<file path="config.mk">
export PLATFORM = sky130hd
export DESIGN_NAME = ifu_fetchq
export DESIGN_NICKNAME = d
export VERILOG_FILES = /design/src/rtl/ifu_fetchq.sv
export SDC_FILE = /design/constraint.sdc
export NUM_CORES = 1
export LEC_CHECK = 0
export ABC_AREA = 1
export CAP_MARGIN = 40
export CORE_MARGIN = 4
export CORE_UTILIZATION = 53
export CTS_CLUSTER_DIAMETER = 50
export DETAILED_ROUTE_END_ITERATION = 6
export PLACE_DENSITY = 0.88
export SLEW_MARGIN = 20
export SYNTH_ARGS = -nofsm -noshare
export SYNTH_HDL_FRONTEND = slang
export SYNTH_SLANG_ARGS = --single-unit
</file>
<file path="constraint.sdc">
create_clock -name clk -period 7.6 [get_ports clk]
set_input_delay 1.52 -clock clk [delete_from_list [all_inputs] [get_ports clk]]
set_output_delay 1.52 -clock clk [all_outputs]
set_load 0.03 [all_outputs]
</file>
<file path="src/rtl/ifu_fetchq.sv">
// -----------------------------------------------------------------------------
// ifu_fetchq -- pipelined instruction fetch unit with an instruction queue.
//
// Keeps up to OUTS_DEPTH fetch requests outstanding on the instruction bus and
// buffers returned instructions, tagged with their PCs, in an IQ_DEPTH-entry
// queue that feeds EXU decode. An EXU redirect flushes the queue, discards
// every response still in flight and restarts fetch at the new PC.
//
// Optional build: define IFU_FETCHQ_PERF_EN to add the performance counters
// perf_fetch_cnt (EXU pops) and perf_kill_cnt (dropped responses).
//
// Ports:
//   clk, rst                   clock, asynchronous active-low reset
//   pc_rtvec                   reset vector, sampled in the BOOT cycle
//   ifu_req_valid/ready/pc     fetch request channel to the bus
//   ifu_rsp_valid/ready/instr  in-order fetch response channel
//   ifu_o_valid/ready/ir/pc    queue head toward EXU decode
//   redirect_valid/pc          single-cycle flush and redirect from EXU
//   inspect_pc                 next fetch PC (debug)
//   perf_fetch_cnt/kill_cnt    saturating counters (IFU_FETCHQ_PERF_EN only)
// -----------------------------------------------------------------------------
module ifu_fetchq #(
   parameter int PC_W       = 32,
   parameter int INSTR_W    = 32,
   parameter int OUTS_DEPTH = 2,
   parameter int IQ_DEPTH   = 4
) (
   input  logic               clk,
   input  logic               rst,
   input  logic [PC_W-1:0]    pc_rtvec,
   output logic               ifu_req_valid,
   input  logic               ifu_req_ready,
   output logic [PC_W-1:0]    ifu_req_pc,
   input  logic               ifu_rsp_valid,
   output logic               ifu_rsp_ready,
   input  logic [INSTR_W-1:0] ifu_rsp_instr,
   output logic               ifu_o_valid,
   input  logic               ifu_o_ready,
   output logic [INSTR_W-1:0] ifu_o_ir,
   output logic [PC_W-1:0]    ifu_o_pc,
   input  logic               redirect_valid,
   input  logic [PC_W-1:0]    redirect_pc,
   output logic [PC_W-1:0]    inspect_pc
`ifdef IFU_FETCHQ_PERF_EN
   ,
   output logic [31:0]        perf_fetch_cnt,
   output logic [31:0]        perf_kill_cnt
`endif
);

   // One counter width covers outstanding, kill and queue occupancy counts.
   localparam int CW = $clog2(IQ_DEPTH + OUTS_DEPTH) + 1;
   localparam int TW = (OUTS_DEPTH > 1) ? $clog2(OUTS_DEPTH) : 1;
   localparam int QW = (IQ_DEPTH > 1) ? $clog2(IQ_DEPTH) : 1;
   localparam logic [CW-1:0] OUTS_MAX = CW'(OUTS_DEPTH);
   localparam logic [CW-1:0] IQ_MAX   = CW'(IQ_DEPTH);

   typedef enum logic [1:0] {
      BOOT  = 2'd0,
      RUN   = 2'd1,
      DRAIN = 2'd2
   } state_t;

   state_t            state;
   logic [PC_W-1:0]   fetch_pc;
   logic [CW-1:0]     outs_cnt;
   logic [CW-1:0]     kill_cnt;
   logic [CW-1:0]     kill_nxt;
   logic [CW-1:0]     iq_cnt;

   // PC tags of outstanding requests; responses return in order so a FIFO
   // pairs each instruction with the address that fetched it.
   logic [PC_W-1:0]   tag_mem [OUTS_DEPTH];
   logic [TW-1:0]     tag_wr;
   logic [TW-1:0]     tag_rd;

   logic [PC_W-1:0]   iq_pc [IQ_DEPTH];
   logic [INSTR_W-1:0] iq_ir [IQ_DEPTH];
   logic [QW-1:0]     iq_wr;
   logic [QW-1:0]     iq_rd;

   logic              redir;
   logic              req_hs;
   logic              rsp_hs;
   logic              drop;
   logic              iq_push;
   logic              iq_pop;
   logic              unused_lsb;

   function automatic logic [TW-1:0] tag_inc(input logic [TW-1:0] p);
      return (p == TW'(OUTS_DEPTH - 1)) ? '0 : p + 1'b1;
   endfunction

   function automatic logic [QW-1:0] iq_inc(input logic [QW-1:0] p);
      return (p == QW'(IQ_DEPTH - 1)) ? '0 : p + 1'b1;
   endfunction

   // Fetch addresses are halfword aligned; bit 0 of any incoming PC is dropped.
   assign unused_lsb = pc_rtvec[0] ^ redirect_pc[0];

   // Redirect is meaningless before the reset vector has been loaded.
   assign redir = redirect_valid & (state != BOOT);

   // Credits: a request is only issued when its response is guaranteed a queue
   // slot, so the response channel can be permanently ready.
   assign ifu_req_valid = (state == RUN) & ~redirect_valid
                        & (outs_cnt < OUTS_MAX)
                        & ((outs_cnt + iq_cnt) < IQ_MAX);
   assign ifu_req_pc    = fetch_pc;
   assign ifu_rsp_ready = 1'b1;
   assign inspect_pc    = fetch_pc;

   assign req_hs  = ifu_req_valid & ifu_req_ready;
   // A response with nothing outstanding is a bus protocol error and is ignored.
   assign rsp_hs  = ifu_rsp_valid & (outs_cnt != '0);
   assign drop    = rsp_hs & (redir | (kill_cnt != '0));
   assign iq_push = rsp_hs & ~drop;
   // A pop coinciding with a redirect is swallowed by the flush.
   assign iq_pop  = ifu_o_valid & ifu_o_ready & ~redir;

   // Every response still owed by the bus at redirect time belongs to the old
   // stream; one returning in the redirect cycle is already dropped here.
   always_comb begin
      kill_nxt = kill_cnt;
      if (redir)
         kill_nxt = outs_cnt - CW'(rsp_hs);
      else if (drop)
         kill_nxt = kill_cnt - 1'b1;
   end

   assign ifu_o_valid = (iq_cnt != '0);
   assign ifu_o_ir    = ifu_o_valid ? iq_ir[iq_rd] : '0;
   assign ifu_o_pc    = ifu_o_valid ? iq_pc[iq_rd] : '0;

   // Control state, counters and pointers.
   always_ff @(posedge clk or negedge rst) begin
      if (!rst) begin
         state    <= BOOT;
         fetch_pc <= '0;
         outs_cnt <= '0;
         kill_cnt <= '0;
         tag_wr   <= '0;
         tag_rd   <= '0;
         iq_cnt   <= '0;
         iq_wr    <= '0;
         iq_rd    <= '0;
      end else begin
         case (state)
            BOOT: begin
               fetch_pc <= {pc_rtvec[PC_W-1:1], 1'b0};
               state    <= RUN;
            end
            default: begin
               // DRAIN holds off new requests until the old stream is gone.
               state <= (kill_nxt != '0) ? DRAIN : RUN;
               if (redir)
                  fetch_pc <= {redirect_pc[PC_W-1:1], 1'b0};
               else if (req_hs)
                  fetch_pc <= fetch_pc + PC_W'(4);
            end
         endcase

         kill_cnt <= kill_nxt;
         outs_cnt <= outs_cnt + CW'(req_hs) - CW'(rsp_hs);
         if (req_hs)
            tag_wr <= tag_inc(tag_wr);
         if (rsp_hs)
            tag_rd <= tag_inc(tag_rd);

         if (redir) begin
            iq_rd  <= iq_wr;
            iq_cnt <= '0;
         end else begin
            if (iq_push)
               iq_wr <= iq_inc(iq_wr);
            if (iq_pop)
               iq_rd <= iq_inc(iq_rd);
            iq_cnt <= iq_cnt + CW'(iq_push) - CW'(iq_pop);
         end
      end
   end

   // Storage arrays carry no reset; the head outputs are masked while empty.
   always_ff @(posedge clk) begin
      if (req_hs)
         tag_mem[tag_wr] <= fetch_pc;
      if (iq_push) begin
         iq_pc[iq_wr] <= tag_mem[tag_rd];
         iq_ir[iq_wr] <= ifu_rsp_instr;
      end
   end

`ifdef IFU_FETCHQ_PERF_EN
   always_ff @(posedge clk or negedge rst) begin
      if (!rst) begin
         perf_fetch_cnt <= '0;
         perf_kill_cnt  <= '0;
      end else begin
         if (iq_pop && (perf_fetch_cnt != '1))
            perf_fetch_cnt <= perf_fetch_cnt + 1'b1;
         if (drop && (perf_kill_cnt != '1))
            perf_kill_cnt <= perf_kill_cnt + 1'b1;
      end
   end
`else
   // Performance counters not built.
`endif

`ifndef SYNTHESIS
   rsp_without_request: assert property (@(posedge clk) disable iff (!rst)
      !(ifu_rsp_valid && (outs_cnt == '0)));
`endif

endmodule

</file>
# Yosys cells after proc, flatten, opt, wreduce, memory -nomap -nowiden
# Memories as Yosys holds them, arrays and structs flattened.
# Cells that the tools add are included.
[word_totals] ram_bits=320 ff_bits=52 output_inout_bits=131 mem_count=3
[op_classes] n_reduce_logical=9 muxes=20 n_addsub=12 n_eq_ne=3 order_cmp=2 bitwise_logic=14
[memory_table] name="iq_ir" words=4 word_bits=32 read_ports=1 rd_ports_with_merged_regs=0 write_ports=1 line="78" source="logic [INSTR_W-1:0] iq_ir [IQ_DEPTH];"
[memory_table] name="iq_pc" words=4 word_bits=32 read_ports=1 rd_ports_with_merged_regs=0 write_ports=1 line="77" source="logic [PC_W-1:0] iq_pc [IQ_DEPTH];"
[memory_table] name="tag_mem" words=2 word_bits=32 read_ports=1 rd_ports_with_merged_regs=0 write_ports=1 line="73" source="logic [PC_W-1:0] tag_mem [OUTS_DEPTH];"
[op_table] operator="32-bit two-way mux" count=5
[op_table] operator="32-bit by 3-bit adder with 32-bit output, second input constant" count=1
[op_table] operator="4-bit nonzero test" count=4
[op_table] operator="2-bit two-way mux" count=6
[op_table] operator="4-bit two-way mux" count=3
[op_table] operator="4-bit by 1-bit subtractor with 4-bit output" count=3
[op_table] operator="1-bit AND" count=10
[op_table] operator="4-bit by 1-bit adder with 4-bit output" count=2
[op_table] operator="1-bit two-way mux" count=6
[op_table] operator="2-bit by 1-bit adder with 2-bit output, second input constant" count=2
[op_table] operator="4-bit adder" count=1
[op_table] operator="2-bit == test, second input constant" count=2
[op_table] operator="4-bit by 2-bit less-than comparator with 1-bit output, second input constant" count=1
[op_table] operator="4-bit by 3-bit less-than comparator with 1-bit output, second input constant" count=1
[op_table] operator="2-bit nonzero test" count=2
[op_table] operator="4-bit by 1-bit subtractor with 4-bit output, second input constant" count=1
[op_table] operator="1-bit NOT" count=3
[op_table] operator="3-bit nonzero test" count=1
[op_table] operator="1-bit adder, second input constant" count=2
[op_table] operator="2-bit by 1-bit == test with 1-bit output, second input constant" count=1
[op_table] operator="2-bit zero test" count=1
[op_table] operator="2-bit AND reduction" count=1
[op_table] operator="1-bit bitwise OR" count=1

# Depth between registers and ports, before layout
# Gate-level depths: netlist of run 1.
[logic_depth] ltp_word=9 ltp_mapped=16

# Least setup slack after synthesis of run 1
# OpenSTA, ideal clock, no wires.
[synth_timing] path_kind="input port to flip-flop" startpoint="input port ifu_rsp_valid" endpoint="memory iq_ir[0][0] (enable)" setup_ps=485 cell_stages=3 arrival_ps=4752 slack_ps=2363 cell_sequence="a21boi_2 nand3_2 nor2_1"
[synth_via] elab_chain_len=6
[synth_rtl] item="from (decl)" line="34" source="input logic ifu_rsp_valid,"
[synth_rtl] item="1-bit AND *" line="115" source="assign rsp_hs = ifu_rsp_valid & (outs_cnt != '0);"
[synth_rtl] item="1-bit AND" line="116" source="assign drop = rsp_hs & (redir | (kill_cnt != '0));"
[synth_rtl] item="1-bit NOT" line="117" source="assign iq_push = rsp_hs & ~drop;"
[synth_rtl] item="1-bit AND *" line="117"
[synth_rtl] item="1-bit two-way mux *" line="187" source="if (iq_push) begin"
[synth_rtl] item="1-bit two-way mux (not written as such) *" line="189" source="iq_ir[iq_wr] <= ifu_rsp_instr;"
[synth_rtl] item="to (decl)" line="78"
# Mark *: on every way between the ends. The rest lies on a longest branch, timed or not.

# Worst setup path after layout of run 1
[layout_timing] startpoint="register iq_rd[0]" endpoint="output port ifu_o_pc[11]"
[layout_via] elab_chain_len=2
[layout_rtl] item="from (decl)" line="80" source="logic [QW-1:0] iq_rd;"
[layout_rtl] item="from (signal assigned)" line="171" source="iq_rd <= iq_wr;"
[layout_rtl] item="from (signal assigned)" line="177" source="iq_rd <= iq_inc(iq_rd);"
[layout_rtl] item="memory 4 x 32 bit"
[layout_rtl] item="32-bit two-way mux" line="133" source="assign ifu_o_pc = ifu_o_valid ? iq_pc[iq_rd] : '0;"
[layout_rtl] item="to (decl)" line="40" source="output logic [PC_W-1:0] ifu_o_pc,"
# No other way between the ends.

==> results by group, run 1 <==
Outcome
  – Status: completed

Synthesis
  – Largest area contributor in the netlist: edfxtp_1
  – Largest family of logic cells by synthesized area: simple AND/OR/NAND/NOR gates
  – Avg Synthesized Cell Area: ~11 um^2
  – Distinct cells, synth: 39
  – Post-Synth Adder-Cell Area: 2.02%
  – Prevailing post-synth register cell: edfxtp_1
  – Area contributors post-synth: edfxtp_1, dfrtp_1, nor2_1
  – EDFF count, synth: around 310
  – Async S/R FF share, synth: 14.0%
  – Syn Std Cell Area: between 0.015 and 0.02 mm^2
  – Compound-cell area share of the yosys netlist: just over 8%
  – Mux cell area share after synthesis: approximately 2.1%
  – Xor-xnor portion of the synthesized cell area: less than 1%
  – Post-synthesis sequential area ratio: about 66%
  – Fraction of the mapped netlist area in simple logic gates: about 16%
  – Synth top area share: between 50% and 60%
  – Warnings from Yosys: 0
  – Cell count after synthesis: approximately 1500
  – Post-synthesis register bit count: 365

Final layout
  – Most frequent cells in the layout: nor2_1, edfxtp_1, nand2_1, clkdlybuf4s50_1, o21ai_0
  – Most common cell after layout, fill and taps aside: nor2_1
  – Final Non-Filler Cells: between 2000 and 2500
  – Final nets: roughly 1800
  – Layout cells sized above 1: ~7.7%
  – Fillers: between 2000 and 2500
  – Diode count: 0
  – Layout Area Growth over Synthesis: 22.2%

Routing
  – Vias/cell: 5.55
  – Drt drc: 0
  – Wire per inst: between 15 and 20 um
  – WL final: 39300 um
  – DR pass1 iterations: 5
  – Post-route ant nets: 0
  – DR iter-0 viols: 1194
  – Via Count: around 12000

Timing
  – Final Cycle Share: a little over two thirds
  – Peak Freq: 190 MHz
  – Relative slew slack: 43.8%
  – Setup violators final: 0
  – Slew of the pin with the lowest slew margin: between 800 and 900 ps
  – RSZ-0062 raised after global routing: false
  – Clk_skew: about 14 ps
  – Max Transition Viols Final: 0
  – Final setup TNS: 0 ps
  – Final-report hold violation count: 0
  – Final min period: about 5300 ps

CTS
  – CTS H-tree lvls: 2
  – Clock sink count: between 300 and 400
  – Hold bufs inserted after CTS: 0
  – Clk slew on worst S/H paths: 60 ps
  – Post-CTS setup buffers: 0
  – CTS Buffer Depth: 3
  – Worst-Skew Late Latency: about 520 ps
  – Clock Tree Root: clkbuf_16
  – Post-CTS sizing: 0
  – CTS Buf Count: 38
  – CTS tree: yes

Worst setup path
  – Worst path bufs/invs: 3
  – Crit. End Element: output pin
  – CP Class: reg -> out
  – Crit-path max FO: 86
  – Cell family with most CP delay: buffers and inverters
  – Crit start category: flop
  – Crit-path max cell delay: 730 ps
  – Worst EP required: between 6000 and 7000 ps
  – CP max stage cell: clkdlybuf4s50_1
  – Arr. time, crit path: 3750 ps
  – Crit path cell chain: inv_2 > buf_4 > o21ai_0 > a21oi_1 > clkdlybuf4s50_1

Job
  – Max_cap viols: 0

Floorplan
  – Initial core utilization: a little over half
  – Area of the die: about 0.034 mm^2
  – Core footprint: 0.0300 mm^2
  – Die X: about 180 um
  – DIE HEIGHT: 183 um
  – Row cnt: 63
  – IO Count: around 230

GRT
  – First-pass GRT wire length: 61100 um
  – Initial antenna violation count: 1
  – Vias in the first global route: 11900
  – Total GRT Usage: a little under a quarter
  – Largest net degree at the start of global routing: between 80 and 90
  – Grt total ovfl: 0

Placed design
  – Post-DP HPWL: about 25000 um
  – IO buf count: approximately 230
  – Placer Congestion: a little under 0.9
  – DP Cell Count: between 2000 and 2500

Pwr
  – Max VDD drop: 237 uV
  – Cell Pwr Density: between 400 and 500 mW/mm^2
  – Leakage power: 7.32 nW

Min path
  – Hold WC Path Type: reg -> reg
## synth_stat cells (2+ instances only)
library cell	number
nor2_2	4
nand3_2	2
nor2_1	337
edfxtp_1	314
buf_6	3
conb_1	2
clkbuf_1	31
mux2_2	31
o21ai_0	142
inv_2	5
and2_1	3
a22o_1	8
nand4_1	4
a21oi_1	85
nor2_4	2
o21ai_1	6
buf_4	39
nand2_2	4
inv_1	72
nand3_1	55
xnor2_1	5
dfrtp_1	51
o21bai_1	2
nand2_1	232
buf_2	20
ha_1	23
o211ai_1	3
xor2_1	4
nor3_1	4
buf_1	9
nand3b_1	3
fa_1	2
## flip-flops by register name (all words and copies together) (netlist names)
signal,flops
iq_cnt,4
outs_cnt,4
kill_cnt,4
iq_rd,2
tag_mem,62
iq_wr,2
ifu_req_pc,31
tag_wr,1
state,2
tag_rd,1
iq_ir,128
iq_pc,124
## metal layers
metal,global-route usage [%],share of wire [%],wire (um)
met5,0,0.051,20
met4,8.37,2.9,1150
met3,4.42,8.6,3370
met2,39.8,49,19300
met1,29.0,39,15400
## final cells by class
cell class                 count  area, um^2  share of cell area (%)
tap                          390         488                    2.46
sequential                   365       10700                    53.9
multi-input combinational    972        4750                    23.9
clock inverter                18         159                   0.800
timing repair buffer         241        2410                    12.1
inverter                      77         289                    1.45
clock buffer                  50        1070                    5.38
## final timing paths
kind                                                   to  depth (start not counted)  slack, ps                     start
worst min-delay path               iq_pc[2][29]$_DFFE_PP_                          1        600  tag_mem[0][29]$_DFFE_PP_
worst max-delay path                         ifu_o_pc[11]                          5       2330      iq_rd[0]$_DFFE_PN0P_
min in group asynchronous       ifu_req_pc[5]$_DFFE_PN0P_                          2       1120                       rst
worst min register to register     iq_pc[2][29]$_DFFE_PP_                          1        600  tag_mem[0][29]$_DFFE_PP_
worst max register to register      iq_ir[2][7]$_DFFE_PP_                          6       3550        state[1]$_DFF_PN0_
max in group asynchronous            iq_rd[0]$_DFFE_PN0P_                          2       5910                       rst
## metrics by stage
| stage | hold slack, ps | setup slack (ps) | area (um^2) | utilization (%) | power [W] |
|---|---|---|---|---|---|
| global route | 621 | 2080 | 19900 | 66.3 | 0.00860 |
| CTS | 599 | 2370 | 19800 | 66.2 | 0.00815 |
| floorplan | 532 | 2360 | 16300 | - | 0.00502 |
| finish | 599 | 2330 | 19900 | 66.3 | 0.00816 |
| global placement | 567 | 2650 | 18600 | 62.1 | 0.00625 |
| detailed placement | 583 | 2650 | 18600 | 62.1 | 0.00634 |
## report_power, final
part	internal (W)	switching (W)	total [W]	leakage, nW
sequential	0.00241	0.000327	0.00274	3.43
clock	0.00107	0.000733	0.00180	0.600
combinational	0.00134	0.00229	0.00363	3.29
## cells by family after synthesis
kind of cell / count (synthesis)
xor gates and xnor gates: 9
muxes: 31
AOI/OAI and AO/OA: 250
DFF: 365
and+or+nand+nor: 653
other: 2
adders and majority gates: 25
buffers and inverters: 179
## worst reg2reg max path, delay by kind of cell, from the launching register on
family / cells / cell delay (ps)
flops: 1 / 410
simple gates: 4 / 2220
buf+inv: 2 / 1050
Power figures use the tool's default switching activity.
==> inputs of run 2 (changes only) <==
- CORE_UTILIZATION: 53 -> 50
- PLACE_DENSITY: 0.88 -> 0.87
- clock period: 7.6 -> 4.3 ns (I/O delays scaled with it)
==> results by group, run 2 (synthesis results as in run 1) <==
CTS
  – CTS Buf Count: 39 (+2.6%)
  – Worst-Skew Late Latency: 520 ps (about the same)
  – Clk slew on worst S/H paths: 60 ps (about the same)
  – CTS H-tree lvls: 2 (unchanged)
  – Clock sink count: 365 (unchanged)
  – Clock Tree Root: clkbuf_16
  – CTS tree: yes
  – Post-CTS sizing: 0 (unchanged)
  – Post-CTS setup buffers: 0 (unchanged)
  – CTS Buffer Depth: 3 (unchanged)
  – Hold bufs inserted after CTS: 0 (unchanged)

Floorplan
  – IO Count: 233 (unchanged)
  – Area of the die: 0.0355 mm^2 (+5.7%)
  – Core footprint: 0.0318 mm^2 (+6.2%)
  – Initial core utilization: 51.2% (-3.2 points)
  – Die X: 188 um (+2.8%)
  – DIE HEIGHT: 188 um (+2.8%)
  – Row cnt: 65 (+3.2%)

Final layout
  – Most common cell after layout, fill and taps aside: nor2_1
  – Most frequent cells in the layout: nor2_1, edfxtp_1, nand2_1, clkdlybuf4s50_1, o21ai_0
  – Final non-filler cell area: 0.0202 mm^2 (+1.5%)
  – Max reg flops: 128 (unchanged)
  – Biggest regs: iq_ir: 128 flops, iq_pc: 124 flops, tag_mem: 62 flops
  – Top reg by flops: iq_ir
  – Core Util, Final: 63.5% (-2.9 points)
  – Layout Area Growth over Synthesis: 24.1%
  – Layout cells sized above 1: 8.45% (+0.79 points)
  – Final nets: 1841 (+1.0%)

Placed design
  – Post-DP HPWL: 26000 um (+5.8%)
  – IO buf count: 226 (unchanged)
  – Area after DPL: 0.0190 mm^2 (+2.2%)
  – Placer Congestion: 0.917 (+2.8%)

Job
  – Max_cap viols: 0 (unchanged)

Routing
  – Vias/cell: 5.39 (-2.8%)
  – Drt drc: 0 (unchanged)
  – DR pass1 iterations: 5 (unchanged)
  – Via Count: 11700 (+0.0085%)
  – Post-route ant nets: 0 (unchanged)
  – Wire per inst: 18.5 um (-0.32%)
  – DR iter-0 viols: 960 (-20%)
  – WL final: 40300 um (+2.6%)

Timing
  – Clk_skew: 13.5 ps (-0.589 ps)
  – Max Transition Viols Final: 0 (unchanged)
  – Setup violators final: 0 (unchanged)
  – Peak Freq: about 250 MHz
  – Final setup TNS: 0 ps (unchanged)
  – Slew of the pin with the lowest slew margin: 826 ps (-17.4 ps)
  – Final Cycle Share: slightly above 90%
  – Relative slew slack: 45.0% (+1.2 points)
  – Final min period: 3970 ps
  – RSZ-0062 raised after global routing: false
  – Final-report hold violation count: 0 (unchanged)

Min path
  – Hold WC Path Type: reg -> reg
  – Hold Startpoint: tag_rd$_DFFE_PN0P_

Worst setup path
  – RR Endpoint: iq_cnt[2]$_DFF_PN0_
  – Most used cell, CP: nor2_1
  – R2r startpoint: state[1]$_DFF_PN0_
  – CP max stage cell: dfrtp_4
  – CP Capture Point: ifu_o_ir[4]
  – R2R cell count: 12 (+6)
  – Crit-path max FO: 72 (-16%)
  – Crit-path max cell delay: 950 ps (+220 ps)
  – CP startpoint: iq_rd[0]$_DFFE_PN0P_
  – Cell family with most CP delay: buffers and inverters
  – Crit path cell chain: buf_4 > nor2_1 > nor2_1 > o21ai_0 > a21oi_1 > clkdlybuf4s50_1
  – Worst path bufs/invs: 2 (-1)
  – Crit. End Element: output pin
  – R2R Setup Slk: 1570 ps (-1980 ps)
  – Worst EP required: 3440 ps (-2640 ps)
  – Crit start category: flop
  – CP Class: reg -> out
  – Crit path depth: 6 (+1)
  – Arr. time, crit path: 3110 ps (-640 ps)

Pwr
  – Max VDD drop: 436 uV (+84%)
  – Reg power frac: 33.6% (about the same)
  – Proportion of power drawn by combinational gates: 44.7% (+0.3 points)
  – Sw Share: 41.3% (+0.21 points)
  – P_int: 0.00848 W (+76%)
  – Switching power: 0.00595 W (+78%)
  – Cell Pwr Density: 715 mW/mm^2 (+74%)
  – Leakage power: 7.43 nW (+1.5%)
  – Clock share of power: 21.6% (-0.4 points)

GRT
  – First-pass GRT wire length: 63000 um (+3.2%)
  – Largest net degree at the start of global routing: 73 (-16%)
  – Initial antenna violation count: 2 (+1)
  – Total GRT Usage: 22.2% (-0.79 points)
  – Grt total ovfl: 0 (unchanged)
  – Vias in the first global route: 11900 (-0.15%)

Outcome
  – Status: completed
## run 2: cell types whose count changed in the layout (fill, tap and decap cells not counted), sizes merged
cell / delta
buf: +18
clkbuf: -3
clkinv: +1
clkinvlp: -2
diode: +1
inv: +2
## run 2: worst min-delay path by stage
| stage | depth (start not counted) | endpoint |
|---|---|---|
| 3_5_place_dp | 1 | tag_rd$_DFFE_PN0P_ |
| 2_1_floorplan | 2 | tag_wr$_DFFE_PN0P_ |
| 5_1_grt | 1 | tag_rd$_DFFE_PN0P_ |
| 4_1_cts | 1 | tag_rd$_DFFE_PN0P_ |
| 6_report | 1 | tag_rd$_DFFE_PN0P_ |
| 3_3_place_gp | 1 | tag_rd$_DFFE_PN0P_ |
## run 2: area by class of cell
class                   instances  area, um^2
fillers                      2349       11600
diodes                          1        2.50
well taps                     435         544
multi-input cells             972        4750
flip-flops and latches        365       10700
clock inverters                19         166
clock buffers                  47        1020
repair buffers                259        2710
inverters                      77         289
## run 2: stage by stage
| step | instances | hold WS (ps) | setup WS (ps) | power [W] |
|---|---|---|---|---|
| final | 2175 | 466 | 328 | 0.0144 |
| after global routing | 2174 | 502 | 107 | 0.0152 |
| after CTS | 2174 | 470 | 290 | 0.0145 |
| after detailed placement | 2108 | 459 | 650 | 0.0114 |
| after global placement | 2108 | 456 | 673 | 0.0112 |
| after floorplan | 1516 | 532 | -277 | 0.00887 |
## run 2: metal layers
| metal | track usage [%] | share of wire, % |
|---|---|---|
| met3 | 4.35 | 9.1 |
| met2 | 38.4 | 48 |
| met5 | 0 | 0.027 |
| met4 | 6.56 | 2.5 |
| met1 | 28.6 | 40 |
## run 2: power by group through the flow
stage          logic, W  registers (W)  clock network (W)
6_report        0.00646        0.00486            0.00312
5_1_grt         0.00698        0.00491            0.00332
4_1_cts         0.00648        0.00486            0.00317
3_5_place_dp    0.00644        0.00492                  0
3_3_place_gp    0.00625        0.00490                  0
2_1_floorplan   0.00401        0.00487                  0
## run 2: worst register-to-register path, cell delays in order, from the launching register on
cell and delay (ps):
dfrtp_1 390, nor2_4 60, inv_2 280, nand2_2 320, buf_4 280, inv_2 60, nor2_1 60, ha_1 270
inv_1 40, ha_1 200, fa_1 410, xnor2_1 180, nor2_1 70
==> inputs of run 3 (changes only) <==
- GPL_TIMING_DRIVEN: default -> 1
==> results of run 3 <==
Final layout, timing and power as in run 2 (identical DEF).
